==> src/rtl/multi_mode_ff_bank.sv <==
// WIDTH-bit register bank with per-cycle selectable D/T/JK/SR update law, edge pulses and sticky SR error.
// Define FF_BANK_CHG_CNT_EN to build the saturating change counter; otherwise chg_cnt_o is tied to 0.
module multi_mode_ff_bank #(
    parameter int               WIDTH   = 8,
    parameter logic [WIDTH-1:0] RST_VAL = {WIDTH{1'b0}},
    parameter int               CNT_W   = 16
) (
    input  logic             clk_i,
    input  logic             rst_i,
    input  logic             en_i,
    input  logic [1:0]       mode_i,
    input  logic [WIDTH-1:0] a_i,
    input  logic [WIDTH-1:0] b_i,
    input  logic             err_clr_i,
    output logic [WIDTH-1:0] q_o,
    output logic [WIDTH-1:0] q_n_o,
    output logic [WIDTH-1:0] rise_o,
    output logic [WIDTH-1:0] fall_o,
    output logic             sr_err_o,
    output logic [CNT_W-1:0] chg_cnt_o
);

    localparam logic [1:0] MODE_D  = 2'b00;
    localparam logic [1:0] MODE_T  = 2'b01;
    localparam logic [1:0] MODE_JK = 2'b10;
    localparam logic [1:0] MODE_SR = 2'b11;

    logic [WIDTH-1:0] q_q, q_d;
    logic [WIDTH-1:0] rise_q, rise_d;
    logic [WIDTH-1:0] fall_q, fall_d;
    logic             sr_err_q, sr_err_d;
    logic             sr_set;

    always_comb begin
        q_d = q_q;
        if (en_i) begin
            unique case (mode_i)
                MODE_D:  q_d = a_i;
                MODE_T:  q_d = q_q ^ a_i;
                MODE_JK: q_d = (a_i & ~q_q) | (~b_i & q_q);
                // S=R=1 falls into the hold term, so invalid bits keep their value
                MODE_SR: q_d = (a_i & ~b_i) | (q_q & ~(~a_i & b_i));
                default: q_d = q_q;
            endcase
        end
        sr_set   = en_i && (mode_i == MODE_SR) && (|(a_i & b_i));
        rise_d   = q_d & ~q_q;
        fall_d   = ~q_d & q_q;
        sr_err_d = sr_err_q;
        if (sr_set) begin
            sr_err_d = 1'b1;
        end else if (err_clr_i) begin
            sr_err_d = 1'b0;
        end
    end

    always_ff @(posedge clk_i) begin
        if (rst_i) begin
            q_q      <= RST_VAL;
            rise_q   <= '0;
            fall_q   <= '0;
            sr_err_q <= 1'b0;
        end else begin
            q_q      <= q_d;
            rise_q   <= rise_d;
            fall_q   <= fall_d;
            sr_err_q <= sr_err_d;
        end
    end

`ifdef FF_BANK_CHG_CNT_EN
    logic [CNT_W-1:0] cnt_q, cnt_d;

    always_comb begin
        cnt_d = cnt_q;
        if ((q_d != q_q) && (cnt_q != {CNT_W{1'b1}})) begin
            cnt_d = cnt_q + 1'b1;
        end
    end

    always_ff @(posedge clk_i) begin
        if (rst_i) begin
            cnt_q <= '0;
        end else begin
            cnt_q <= cnt_d;
        end
    end

    assign chg_cnt_o = cnt_q;
`else
    assign chg_cnt_o = '0;
`endif

    assign q_o      = q_q;
    assign q_n_o    = ~q_q;
    assign rise_o   = rise_q;
    assign fall_o   = fall_q;
    assign sr_err_o = sr_err_q;

endmodule

==> config.mk <==
export PLATFORM = sky130hd
export DESIGN_NAME = multi_mode_ff_bank
export DESIGN_NICKNAME = d
export VERILOG_FILES = /design/src/rtl/multi_mode_ff_bank.sv
export SDC_FILE = /design/constraint.sdc
export NUM_CORES = 1
export LEC_CHECK = 0
export BUFFER_PORTS_ARGS = -buffer_cell sky130_fd_sc_hd__buf_4
export CAP_MARGIN = 20
export CORE_MARGIN = 4
export CORE_UTILIZATION = 47
export CTS_BUF_LIST = sky130_fd_sc_hd__clkbuf_8
export CTS_CLUSTER_SIZE = 12
export DETAILED_ROUTE_END_ITERATION = 8
export PLACE_DENSITY = 0.86
export SYNTH_ARGS = -nofsm -noshare
export SYNTH_HDL_FRONTEND = slang
export SYNTH_SLANG_ARGS = --single-unit
==> constraint.sdc <==
create_clock -name clk_i -period 1.5 [get_ports clk_i]
set_input_delay 0.225 -clock clk_i [delete_from_list [all_inputs] [get_ports clk_i]]
set_output_delay 0.225 -clock clk_i [all_outputs]
set_load 0.02 [all_outputs]
== Yosys cells after proc, flatten, opt, wreduce, memory -nomap -nowiden ==
Index checks and enable logic that the tools add are counted.

* Register bits after elaboration: 25
* Input port bits: 22
* Output and inout port bits: 49
* Word-level logic and storage cells: 32

* Equal/unequal tests: 3
* Muxes and demuxes: 4
* Bitwise logic cells: 16
* Reduce and logical (&&, ||, !) cells: 5

{| class="wikitable"
|+ Operator list
! cell !! number
|-
| $and A8 B8 Y8 || 8
|-
| $not A8 Y8 || 5
|-
| $pmux W8 S4 || 1
|-
| $or A8 B8 Y8 || 2
|-
| $mux W8 || 1
|-
| $reduce_or A8 Y1 || 1
|-
| $xor A8 B8 Y8 || 1
|-
| $eq A2 B2 Y1 const B || 2
|-
| $eq A2 B1 Y1 const B || 1
|-
| $logic_and A1 B1 Y1 || 2
|-
| $logic_not A2 Y1 || 1
|-
| $mux W1 || 2
|-
| $reduce_bool A2 Y1 || 1
|}

== Depth between registers and ports, before layout ==
* Word-level depth: 9
* Depth in mapped cells: 5
* Depth with buffers taken out: 3

== Worst setup path after synthesis ==
OpenSTA, ideal clock, no wires.

* Path type: reg2reg
* Start point: register q_q[0], in the netlist q_o[0]
* End point: register fall_q[0], in the netlist fall_o[0]
* Library setup time: 122 ps
* Arrival time: 1306 ps
* Required time: 1378 ps
* Setup slack: 73 ps
* Stages on the path, launching flop included: 4
* Buffers on the path: 0
* Clock period less this slack: 1427 ps
* Path through: dfxtp_1 -> inv_1 -> a41o_1 -> o311a_1

* Longest elaborated chain between the ends: 7
* Elaborated cells on any way between the ends: 11
* Those cells by class: mux: 2; bitwise: 9

{| class="wikitable"
|+ RTL lines
! element !! RTL line !! RTL
|-
| start, declared || 28 || <nowiki>logic [WIDTH-1:0] q_q, q_d;</nowiki>
|-
| start signal, assigned || 64 || <nowiki>q_q <= q_d;</nowiki>
|-
| $not A8 Y8 || - ||
|-
| named net q_n_o[0] || 16 || <nowiki>output logic [WIDTH-1:0] q_n_o,</nowiki>
|-
| $and A8 B8 Y8 || 40 || <nowiki>MODE_JK: q_d = (a_i & ~q_q) | (~b_i & q_q);</nowiki>
|-
| $or A8 B8 Y8 || 40 ||
|-
| $pmux W8 S4 || 37 || <nowiki>unique case (mode_i)</nowiki>
|-
| $mux W8 || 36 || <nowiki>if (en_i) begin</nowiki>
|-
| $not A8 Y8 || 48 || <nowiki>fall_d = ~q_d & q_q;</nowiki>
|-
| $and A8 B8 Y8 || 48 ||
|-
| end signal, assigned || 66 || <nowiki>fall_q <= fall_d;</nowiki>
|-
| end, declared || 30 || <nowiki>logic [WIDTH-1:0] fall_q, fall_d;</nowiki>
|}

The timed path passes the listed nets, and every way through them passes these cells.
A chain may end at the register's enable or synchronous reset.

== Final worst setup path ==
* Start point: register q_q[1], in the netlist q_o[1]
* End point: register q_q[1], in the netlist q_o[1]

* Longest elaborated chain between the ends: 5
* Elaborated cells on any way between the ends: 9
* Those cells by class: mux: 2; bitwise: 7

{| class="wikitable"
|+ RTL lines
! element !! RTL line
|-
| $not A8 Y8 || 40
|-
| $and A8 B8 Y8 || 40
|-
| $or A8 B8 Y8 || 40
|-
| $pmux W8 S4 || 37
|-
| $mux W8 (*) || 36
|}

Every way passes the cells marked *; elsewhere a longest branch is shown, timed or not.

==> flow_metrics.env <==
export IMPL_status="complete, no violations"
export IMPL_coreArea_sq_mm=0.002829
export IMPL_cts_setup_buffers=0
export IMPL_syn_inst=157
export IMPL_synthArstFlopShare_pct=0
export IMPL_antenna_left=0
export IMPL_ys_types=24
export IMPL_synthAdderAreaFrac_pct=0
export IMPL_drc=0
export IMPL_drt_iter0_markers=44
export IMPL_nets=230
export IMPL_fmax_mhz=710.7
export IMPL_skew_ns=0.001000
export IMPL_wl_per_cell_microns=15.76
export IMPL_clockBufferDepth=2
export IMPL_io_buffer_count=54
export IMPL_wl_microns=3750
export IMPL_yosysSeqAreaShare_pct=35.03
export IMPL_cp_max_fo=7
export IMPL_cts_buffers=3
export IMPL_regArea_sq_um=500.5
export IMPL_syn_area_sq_mm=0.001429
export IMPL_initial_core_util_pct=50.51
export IMPL_topRoutingLayerUsed="met4"
export IMPL_drv_cap=0
export IMPL_critical_path_endpoint_type="flip-flop"
export IMPL_fp_dieH_microns=63.14
export IMPL_crit_start="q_o[1]"
export IMPL_crit_end="q_o[1]"
export IMPL_grt_ovfl_total=0
export IMPL_cts_tree="done"
export IMPL_dieWidth_microns=63.14
export IMPL_hp_start="err_clr_i"
export IMPL_setup_tns_ns=0
export IMPL_p_leak_nw=0.8663
export IMPL_synth_most_common_cell="dfxtp_1"
export IMPL_drtPass1Iterations=4
export IMPL_synth_commonest_cells="dfxtp_1, buf_4, and4b_1"
export IMPL_setup_viol=0
export IMPL_cts_sinks=25
export IMPL_synth_compound_area_share_pct=27.32
export IMPL_layout_drive_gt1_share_pct=30.92
export IMPL_synth_top_area_share_pct=35.03
export IMPL_grt_max_degree=36
export IMPL_worstSetupPathType="flip-flop to flip-flop"
export IMPL_rows=19
export IMPL_synth_top_cell_by_area="dfxtp_1"
export IMPL_root_buffer="clkbuf_8"
export IMPL_synth_ff_type="dfxtp_1"
export IMPL_synth_edff_count=0
export IMPL_rsz0062_at_grt="no"
export IMPL_cp_required_ns=1.65
export IMPL_synth_xor_area_share_pct=0
export IMPL_whs_ns=0.3003
export IMPL_vias=1414
export IMPL_met1_length_microns=1552
export IMPL_r2r_cells=3
export IMPL_p_total_w=0.001570
export IMPL_maxSlewViolCount=0
export IMPL_ys_ff_latch=25
export IMPL_min_period_ns=1.407
export IMPL_clk_pin_slew_ns=0.09
export IMPL_avgSynthCellArea_sq_um=9.101
export IMPL_startpoint_type="flip-flop"
export IMPL_cts_hold_buffers=0
export IMPL_gp_congestion=0.8204
export IMPL_synthMuxAreaShare_pct=0
export IMPL_dp_hpwl_microns=2729
export IMPL_hold_violations=0
export IMPL_cp_arrival_ns=1.56
export IMPL_ios=71
export IMPL_synthSimpleGateAreaFrac_pct=22.77
export IMPL_finalCritPeriodShare_pct=93.81
export IMPL_r2r_start="q_o[1]"
export IMPL_synth_area_leaders="dfxtp_1, buf_4, and4b_1"
export IMPL_grt_pass1_vias=1428
export IMPL_area_growth_syn_to_layout_pct=28.63
export IMPL_clock_latency_ns=0.26
export IMPL_wl_met3_microns=309
export IMPL_synth_top_family_by_area="compound AO/OA/AOI/OAI gates"
export IMPL_r2r_end="q_o[1]"
export IMPL_power_density_mw_per_mm2=854.1
export IMPL_wl_met2_microns=1836
export IMPL_ys_warn_count=0
export IMPL_ff2ff_setup_slack_ns=0.09
export IMPL_n_antenna_cell=0
export IMPL_cts_htree_levels=1
export IMPL_n_fill_cell=239
export IMPL_via_per_inst=5.941
export IMPL_hold_path_class="input port to flip-flop"
export IMPL_antenna_found_initial=0
export IMPL_dieArea_sq_mm=0.003986
export IMPL_track_usage_pct=18.79
export IMPL_grt_pass1_wl_microns=6210
export IMPL_ir_drop_uv=551.7
export IMPL_multi_input_area_sq_um=790.8
export IMPL_hold_depth=3
==> flip-flops by register name, indices dropped and copies added (netlist names) <==
| signal | flops |
|---|---|
| rise_o | 8 |
| sr_err_o | 1 |
| q_o | 8 |
| fall_o | 8 |
==> area by class of cell <==
cell class / instances / share of cell area (%)
Timing Repair Buffer: 57 / 23.28
Multi-Input combinational cell: 112 / 43.02
Tap cell: 31 / 2.110
Clock inverter: 1 / 0.2723
Sequential cell: 25 / 27.23
Clock buffer: 3 / 2.246
Inverter: 9 / 1.838
==> per-stage QoR <==
step,area (sq um),cells,util (%),setup slack (ns)
2_1_floorplan,1485,172,-,0.07257
3_3_place_gp,1777,234,62.80,0.06320
3_5_place_dp,1777,234,62.80,0.003981
4_1_cts,1823,238,64.44,0.07418
5_1_grt,1838,238,64.97,0.002166
6_report,1838,238,64.97,0.09290
==> critical path, stage by stage, from the launching register on <==
cell and delay [ns]:
dfxtp_1 0.37, and4b_1 0.22, o31a_1 0.32, a2111oi_1 0.38
==> worst min-delay path by stage <==
| stage | to |
|---|---|
| after floorplan | sr_err_o |
| after global placement | sr_err_o |
| after detailed placement | sr_err_o |
| after CTS | sr_err_o |
| after global routing | sr_err_o |
| final | sr_err_o |
==> power breakdown <==
part	internal [W]	total, W	switching [W]
Clock	0.000186	0.000396	0.000211
Combinational	0.000178	0.000440	0.000262
Sequential	0.000702	0.000734	0.0000320
Total	0.00106	0.00157	0.000505
==> kinds of logic (layout without fill, tap and decap cells) <==
family / after synthesis / count (layout)
buffers and inverters: 35 / 70
AOI/OAI and AO/OA: 45 / 45
DFF: 25 / 25
and+or+nand+nor: 51 / 51
other: 1 / 16
==> routing by layer <==
metal	global-route usage (%)	vias to the layer above
met5	0	-
met4	8.264	0
met3	4.440	6
met2	32.41	70
met1	21.99	654
li1	-	684
==> cell usage in the layout, fill, tap and decap left out, types with 5 or more instances in the layout <==
cell,n
a41o_1,8
buf_4,57
dfxtp_1,25
and3b_1,8
nor2_1,8
o311a_1,8
o31a_1,8
and4b_1,9
conb_1,16
nor3_1,8
nand2_1,7
a2111oi_1,5
a21oi_1,8
nor4_1,8
inv_1,8
==> what timing repair did <==
action / in CTS / in global routing
setup endpoints to repair: 0 / 3
endpoints found under the hold margin: 0 / 0
resized for setup: 0 / 3
No activity file was read; power rests on OpenSTA's default activity.
